`config.mk`:
```
export PLATFORM = sky130hd
export DESIGN_NAME = pipeline_hazard_ctrl
export DESIGN_NICKNAME = d
export VERILOG_FILES = /design/src/rtl/pipeline_hazard_ctrl.sv
export SDC_FILE = /design/constraint.sdc
export NUM_CORES = 1
export LEC_CHECK = 0
export CORE_UTILIZATION = 51
export DETAILED_ROUTE_END_ITERATION = 6
export PLACE_DENSITY = 0.85
export SLEW_MARGIN = 25
export SYNTH_ARGS = -nofsm -noshare
export SYNTH_HDL_FRONTEND = slang
export SYNTH_SLANG_ARGS = --single-unit
```
`constraint.sdc`:
```
create_clock -name clk -period 5.31 [get_ports clk]
set_input_delay 1.593 -clock clk [delete_from_list [all_inputs] [get_ports clk]]
set_output_delay 1.593 -clock clk [all_outputs]
set_load 0.02 [all_outputs]
```
`src/rtl/pipeline_hazard_ctrl.sv`:
```
// Pipeline control for the 5-stage core.
// It handles load-use stalls, wrong-path squash after an EX redirect, and
// pipe hold while the hardware stack finishes a push or pop.
module pipeline_hazard_ctrl #(
  parameter int unsigned REG_ADDR_W    = 3,
  parameter int unsigned IMEM_LAT      = 2,
  parameter int unsigned STACK_TIMEOUT = 8,
  parameter int unsigned CNT_W         = 16
) (
  input  logic                  clk,
  input  logic                  rst,
  input  logic                  id_valid,
  input  logic [REG_ADDR_W-1:0] id_src1,
  input  logic [REG_ADDR_W-1:0] id_src2,
  input  logic                  id_uses_src2,
  input  logic [REG_ADDR_W-1:0] ex_dst,
  input  logic                  ex_mem_read,
  input  logic                  ex_rf_write_en,
  input  logic                  ex_redirect,
  input  logic                  ex_stack_op,
  input  logic                  stack_ready,
  output logic                  pc_write_en,
  output logic                  pr1_write_en,
  output logic                  pr2_write_en,
  output logic                  pr1_flush,
  output logic                  pr2_flush,
  output logic [CNT_W-1:0]      stall_count,
  output logic                  stack_err
);

  localparam int unsigned MAX_WAIT = (IMEM_LAT > STACK_TIMEOUT) ? IMEM_LAT : STACK_TIMEOUT;
  localparam int unsigned WAIT_W   = $clog2(MAX_WAIT + 1);

  typedef enum logic [1:0] {
    RUN        = 2'd0,
    REDIRECT   = 2'd1,
    STACK_WAIT = 2'd2
  } state_e;

  state_e            state_q, state_d;
  logic [WAIT_W-1:0] wait_cnt_q, wait_cnt_d;
  logic [CNT_W-1:0]  stall_count_q, stall_count_d;
  logic              stack_err_q, stack_err_d;

  logic stack_hold;
  logic load_use;
  logic run_eval;

  assign stack_hold = ex_stack_op & ~stack_ready;
  assign load_use   = id_valid & ex_mem_read & ex_rf_write_en &
                      ((id_src1 == ex_dst) | (id_uses_src2 & (id_src2 == ex_dst)));

  assign stall_count = stall_count_q;
  assign stack_err   = stack_err_q;

  // Next-state and same-cycle control outputs.
  always_comb begin
    pc_write_en  = 1'b1;
    pr1_write_en = 1'b1;
    pr2_write_en = 1'b1;
    pr1_flush    = 1'b0;
    pr2_flush    = 1'b0;
    state_d      = state_q;
    wait_cnt_d   = wait_cnt_q;
    stack_err_d  = stack_err_q;
    run_eval     = 1'b0;

    case (state_q)
      REDIRECT: begin
        pr1_flush  = 1'b1;
        pr2_flush  = 1'b1;
        wait_cnt_d = wait_cnt_q + WAIT_W'(1);
        if (wait_cnt_q == WAIT_W'(IMEM_LAT - 1)) begin
          state_d    = RUN;
          wait_cnt_d = '0;
        end
      end
      STACK_WAIT: begin
        if (stack_ready) begin
          // Release cycle: behave exactly like RUN; stack_hold is 0 here.
          run_eval = 1'b1;
        end else if (wait_cnt_q == WAIT_W'(STACK_TIMEOUT - 1)) begin
          // Abort: keep the front end frozen and kill the stuck EX op.
          pc_write_en  = 1'b0;
          pr1_write_en = 1'b0;
          pr2_flush    = 1'b1;
          stack_err_d  = 1'b1;
          state_d      = RUN;
          wait_cnt_d   = '0;
        end else begin
          pc_write_en  = 1'b0;
          pr1_write_en = 1'b0;
          pr2_write_en = 1'b0;
          wait_cnt_d   = wait_cnt_q + WAIT_W'(1);
        end
      end
      default: run_eval = 1'b1;
    endcase

    if (run_eval) begin
      state_d = RUN;
      if (stack_hold) begin
        pc_write_en  = 1'b0;
        pr1_write_en = 1'b0;
        pr2_write_en = 1'b0;
        state_d      = STACK_WAIT;
        wait_cnt_d   = WAIT_W'(1);
      end else if (ex_redirect) begin
        pr1_flush = 1'b1;
        pr2_flush = 1'b1;
        if (IMEM_LAT > 1) begin
          state_d    = REDIRECT;
          wait_cnt_d = WAIT_W'(1);
        end
      end else if (load_use) begin
        pc_write_en  = 1'b0;
        pr1_write_en = 1'b0;
        pr2_flush    = 1'b1;
      end
    end

    // Reset forces a fully frozen, flushed pipe in the same cycle.
    if (!rst) begin
      pc_write_en  = 1'b0;
      pr1_write_en = 1'b0;
      pr2_write_en = 1'b0;
      pr1_flush    = 1'b1;
      pr2_flush    = 1'b1;
    end

    stall_count_d = stall_count_q;
    if (!pc_write_en && (stall_count_q != {CNT_W{1'b1}})) begin
      stall_count_d = stall_count_q + CNT_W'(1);
    end
  end

  // State, wait counter, stall counter and sticky error with synchronous reset.
  always_ff @(posedge clk) begin
    if (!rst) begin
      state_q       <= RUN;
      wait_cnt_q    <= '0;
      stall_count_q <= '0;
      stack_err_q   <= 1'b0;
    end else begin
      state_q       <= state_d;
      wait_cnt_q    <= wait_cnt_d;
      stall_count_q <= stall_count_d;
      stack_err_q   <= stack_err_d;
    end
  end

endmodule

```
==> qor.tcl <==
set qor(status) {finished clean}
set qor(min_path_type) {reg -> reg}
set qor(num_antenna_cells) 0
set qor(ys_top_cells_by_count) {sky130_fd_sc_hd__dfxtp_1, sky130_fd_sc_hd__nor2_1, sky130_fd_sc_hd__a21oi_1}
set qor(drive_above_1_share) 0.0577
set qor(dieArea_mm2) 0.00296
set qor(vdd.ir_drop.worst_mv) 0.206
set qor(synth_simple_gate_area_frac) 0.304
set qor(compound_cell_area_share_of_the_yosys_netlist) 0.186
set qor(die_height_um) 54.4
set qor(p_leak_nw) 0.642
set qor(worstSetupStartpointType) {input pin}
set qor(tritoncts.num_buffers) 3
set qor(r2r_end) {stall_count[15]$_SDFFE_PN0P_}
set qor(utilization) 0.717
set qor(timing.final.crit_period_ps) 5140
set qor(cts_max_level) 1
set qor(fin_crit_sh) 0.968
set qor(whs_endpoint) {stack_err$_SDFFE_PN0P_}
set qor(synth.yosys.seq_area_share) 0.328
set qor(synth_xor_xnor_area_share) 0.0687
set qor(hold_path_depth) 2
set qor(drv_cap) 0
set qor(cts_tree) {done}
set qor(cts_post_setup_buffers_inserted) 0
set qor(cts_sinks) 23
set qor(detailedPlace.worstSlack_ps) 188
set qor(finalHoldViolations) 0
set qor(area_growth_syn_to_layout_pct) 30.1
set qor(skew_ps) 3.01
set qor(tightest_pin_transition_ps) 509
set qor(placement_rows) 18
set qor(route.final.wire_length_mm) 3.40
set qor(yosysTopAreaCellShare) 0.328
set qor(power.density_mw_per_mm2) 193
set qor(crit-reg2reg-launch) {state_q[0]$_SDFFE_PN0P_}
set qor(fin_setup_tns_ps) 0
set qor(dr_total_vias) 1428
set qor(postRouteAntennaNets) 0
set qor(setup_ws_ps) 168
set qor(yosys-top-cells-area) {sky130_fd_sc_hd__dfxtp_1, sky130_fd_sc_hd__a21oi_1, sky130_fd_sc_hd__xor2_1}
set qor(ctsHoldBuffers) 0
set qor(residual_drc_count) 0
set qor(crit_required_ps) 3720
set qor(hold_ws_ps) 495
set qor(reg2reg_setup_slack_ps) 2870
set qor(timing.hold.worst.start) {stack_err$_SDFFE_PN0P_}
set qor(cts_root_buf) {sky130_fd_sc_hd__clkbuf_4}
set qor(numPortBuffers) 39
set qor(netlist.top_cell.by_area) {sky130_fd_sc_hd__dfxtp_1}
set qor(ys.flop_type) {sky130_fd_sc_hd__dfxtp_1}
set qor(drt-pass1-iter-count) 4
set qor(synthesis.nets) 193
set qor(path_max_fanout) 8
set qor(antenna_violations_before_repair) 0
set qor(post_synth_mux_area_share) 0.0152
set qor(ioPinCount) 40
set qor(drt_iter0_markers) 62
set qor(hpwl_mm) 2.59
set qor(mappedNetlistArea_mm2) 0.00140
set qor(coreArea_mm2) 0.00254
set qor(yosysMostFrequentCell) {sky130_fd_sc_hd__dfxtp_1}
set qor(post_drt_via_cell_ratio) 6.00
set qor(synth_top_family_by_area) {simple AND/OR/NAND/NOR gates}
set qor(gr-total-overflow) 0
set qor(yosysWarnings) 0
set qor(start_util) 0.551
set qor(rsz_0062_raised_after_global_routing) {no}
set qor(synthesis.area_per_instance_um2) 8.25
set qor(chipWidth_um) 54.4
set qor(fin_nets) 232
set qor(synth_async_sr_flop_share) 0
set qor(maximum_clock_rate_mhz) 194
set qor(finish.instance_area_mm2) 0.00182
set qor(grtUsageTotal) 0.252
set qor(first_global_vias) 1277
set qor(worst_skew_pair.late_latency_ps) 320
set qor(wire_length_of_the_first_global_routing_pass_mm) 5.39
set qor(synth_cell_types) 44
set qor(finalMaxSlewViolations) 0
set qor(synth-edff-count) 0
set qor(critPathKind) {in -> out}
set qor(setup_viol_count_final) 0
set qor(post_cts_resize_count) 0
set qor(placement.cell_area_mm2) 0.00180
set qor(routed_wire_length_per_instance_um) 14.3
set qor(clock_path_buffers) 2
set qor(reg2regPathDepth) 8
set qor(grt_max_degree) 21
set qor(maxSlewHeadroom) 0.658
set qor(worst_setup_hold_path_clk_slew_ps) 130
set qor(gpl.final_weighted_congestion) 0.788
set qor(syn_inst) 170
set qor(critPathCaptureType) {primary output}
set qor(yosys.area_share.adder) 0.0446
set qor(synth-seq-cells) 23
set qor(crit_arrival_ps) 3550
## metrics by stage
stage / std cells / total power (W)
after global placement: 234 / 0.000268
after global routing: 238 / 0.000371
final: 238 / 0.000353
after detailed placement: 234 / 0.000271
after CTS: 238 / 0.000354
after floorplan: 170 / 0.000239
## layout by cell type, fill, tap and decap left out, types with 2 or more instances in the layout
cell | netlist | final
sky130_fd_sc_hd__clkdlybuf4s50_1 | 0 | 39
sky130_fd_sc_hd__dfxtp_1 | 23 | 23
sky130_fd_sc_hd__nor2_1 | 18 | 18
sky130_fd_sc_hd__a21oi_1 | 14 | 14
sky130_fd_sc_hd__nand3_1 | 11 | 11
sky130_fd_sc_hd__nand2_1 | 10 | 10
sky130_fd_sc_hd__xor2_1 | 8 | 8
sky130_fd_sc_hd__o31ai_1 | 8 | 8
sky130_fd_sc_hd__inv_1 | 6 | 6
sky130_fd_sc_hd__nand2b_1 | 6 | 6
sky130_fd_sc_hd__and3_1 | 5 | 5
sky130_fd_sc_hd__ha_1 | 5 | 5
sky130_fd_sc_hd__nand4_1 | 4 | 4
sky130_fd_sc_hd__o211ai_1 | 4 | 4
sky130_fd_sc_hd__o21ai_0 | 4 | 4
sky130_fd_sc_hd__or4_1 | 4 | 4
sky130_fd_sc_hd__nor3_1 | 3 | 3
sky130_fd_sc_hd__xnor2_1 | 3 | 3
sky130_fd_sc_hd__clkbuf_4 | 0 | 3
sky130_fd_sc_hd__nand3b_1 | 2 | 2
sky130_fd_sc_hd__nor3b_1 | 2 | 2
sky130_fd_sc_hd__or3_1 | 2 | 2
sky130_fd_sc_hd__buf_4 | 2 | 2
## worst max-delay path, stage by stage
cell                              delay [ps]
sky130_fd_sc_hd__clkdlybuf4s50_1         560
sky130_fd_sc_hd__nand2b_1                250
sky130_fd_sc_hd__nor3_1                  250
sky130_fd_sc_hd__nor2_1                   60
sky130_fd_sc_hd__o2111ai_1               190
sky130_fd_sc_hd__clkdlybuf4s50_1         630
## cell type report
type / instances / area, um2
clock buffers: 3 / 22.5
clock inverters: 1 / 5.00
fillers: 208 / 721
inverters: 7 / 26.3
multi-input cells: 133 / 867
flip-flops and latches: 23 / 460
well taps: 30 / 37.5
repair buffers: 41 / 405
## layer usage
layer / GRT usage / vias up / share of wire
met1: 0.287 / 673 / 0.41
met3: 0.0417 / 11 / 0.041
li1: - / 697 / -
met4: 0.103 / 0 / 0.020
met5: 0 / - / 0
met2: 0.461 / 47 / 0.53
## report_power, final
| part | internal [W] | leakage, nW | switching, W |
|---|---|---|---|
| Clock | 0.0000282 | 0.0177 | 0.0000565 |
| Combinational | 0.0000402 | 0.438 | 0.0000454 |
| Sequential | 0.000177 | 0.186 | 0.00000551 |
## kinds of logic after synthesis
group,Yosys count
AO/OA/AOI/OAI,40
AND/OR/NAND/NOR,75
buffers and inverters,14
multiplexers,2
adder cells (fa/ha/maj),5
XOR/XNOR,11
flip-flops,23
## flip-flops by register name, summed over array words and instances, names as in the netlist
name         count
stack_err        1
wait_cnt_q       4
stall_count     16
state_q          2
## worst max-delay path by stage
| stage | start | end | slack [ps] | cells after the start |
|---|---|---|---|---|
| floorplan | ex_dst[0] | pr1_write_en | 1090 | 5 |
| global placement | stack_ready | pc_write_en | 250 | 5 |
| detailed placement | stack_ready | pr2_flush | 190 | 6 |
| CTS | stack_ready | pr2_flush | 180 | 6 |
| global route | stack_ready | pc_write_en | 90 | 5 |
| finish | stack_ready | pr2_flush | 170 | 6 |
No activity file was read; power rests on OpenSTA's default activity.
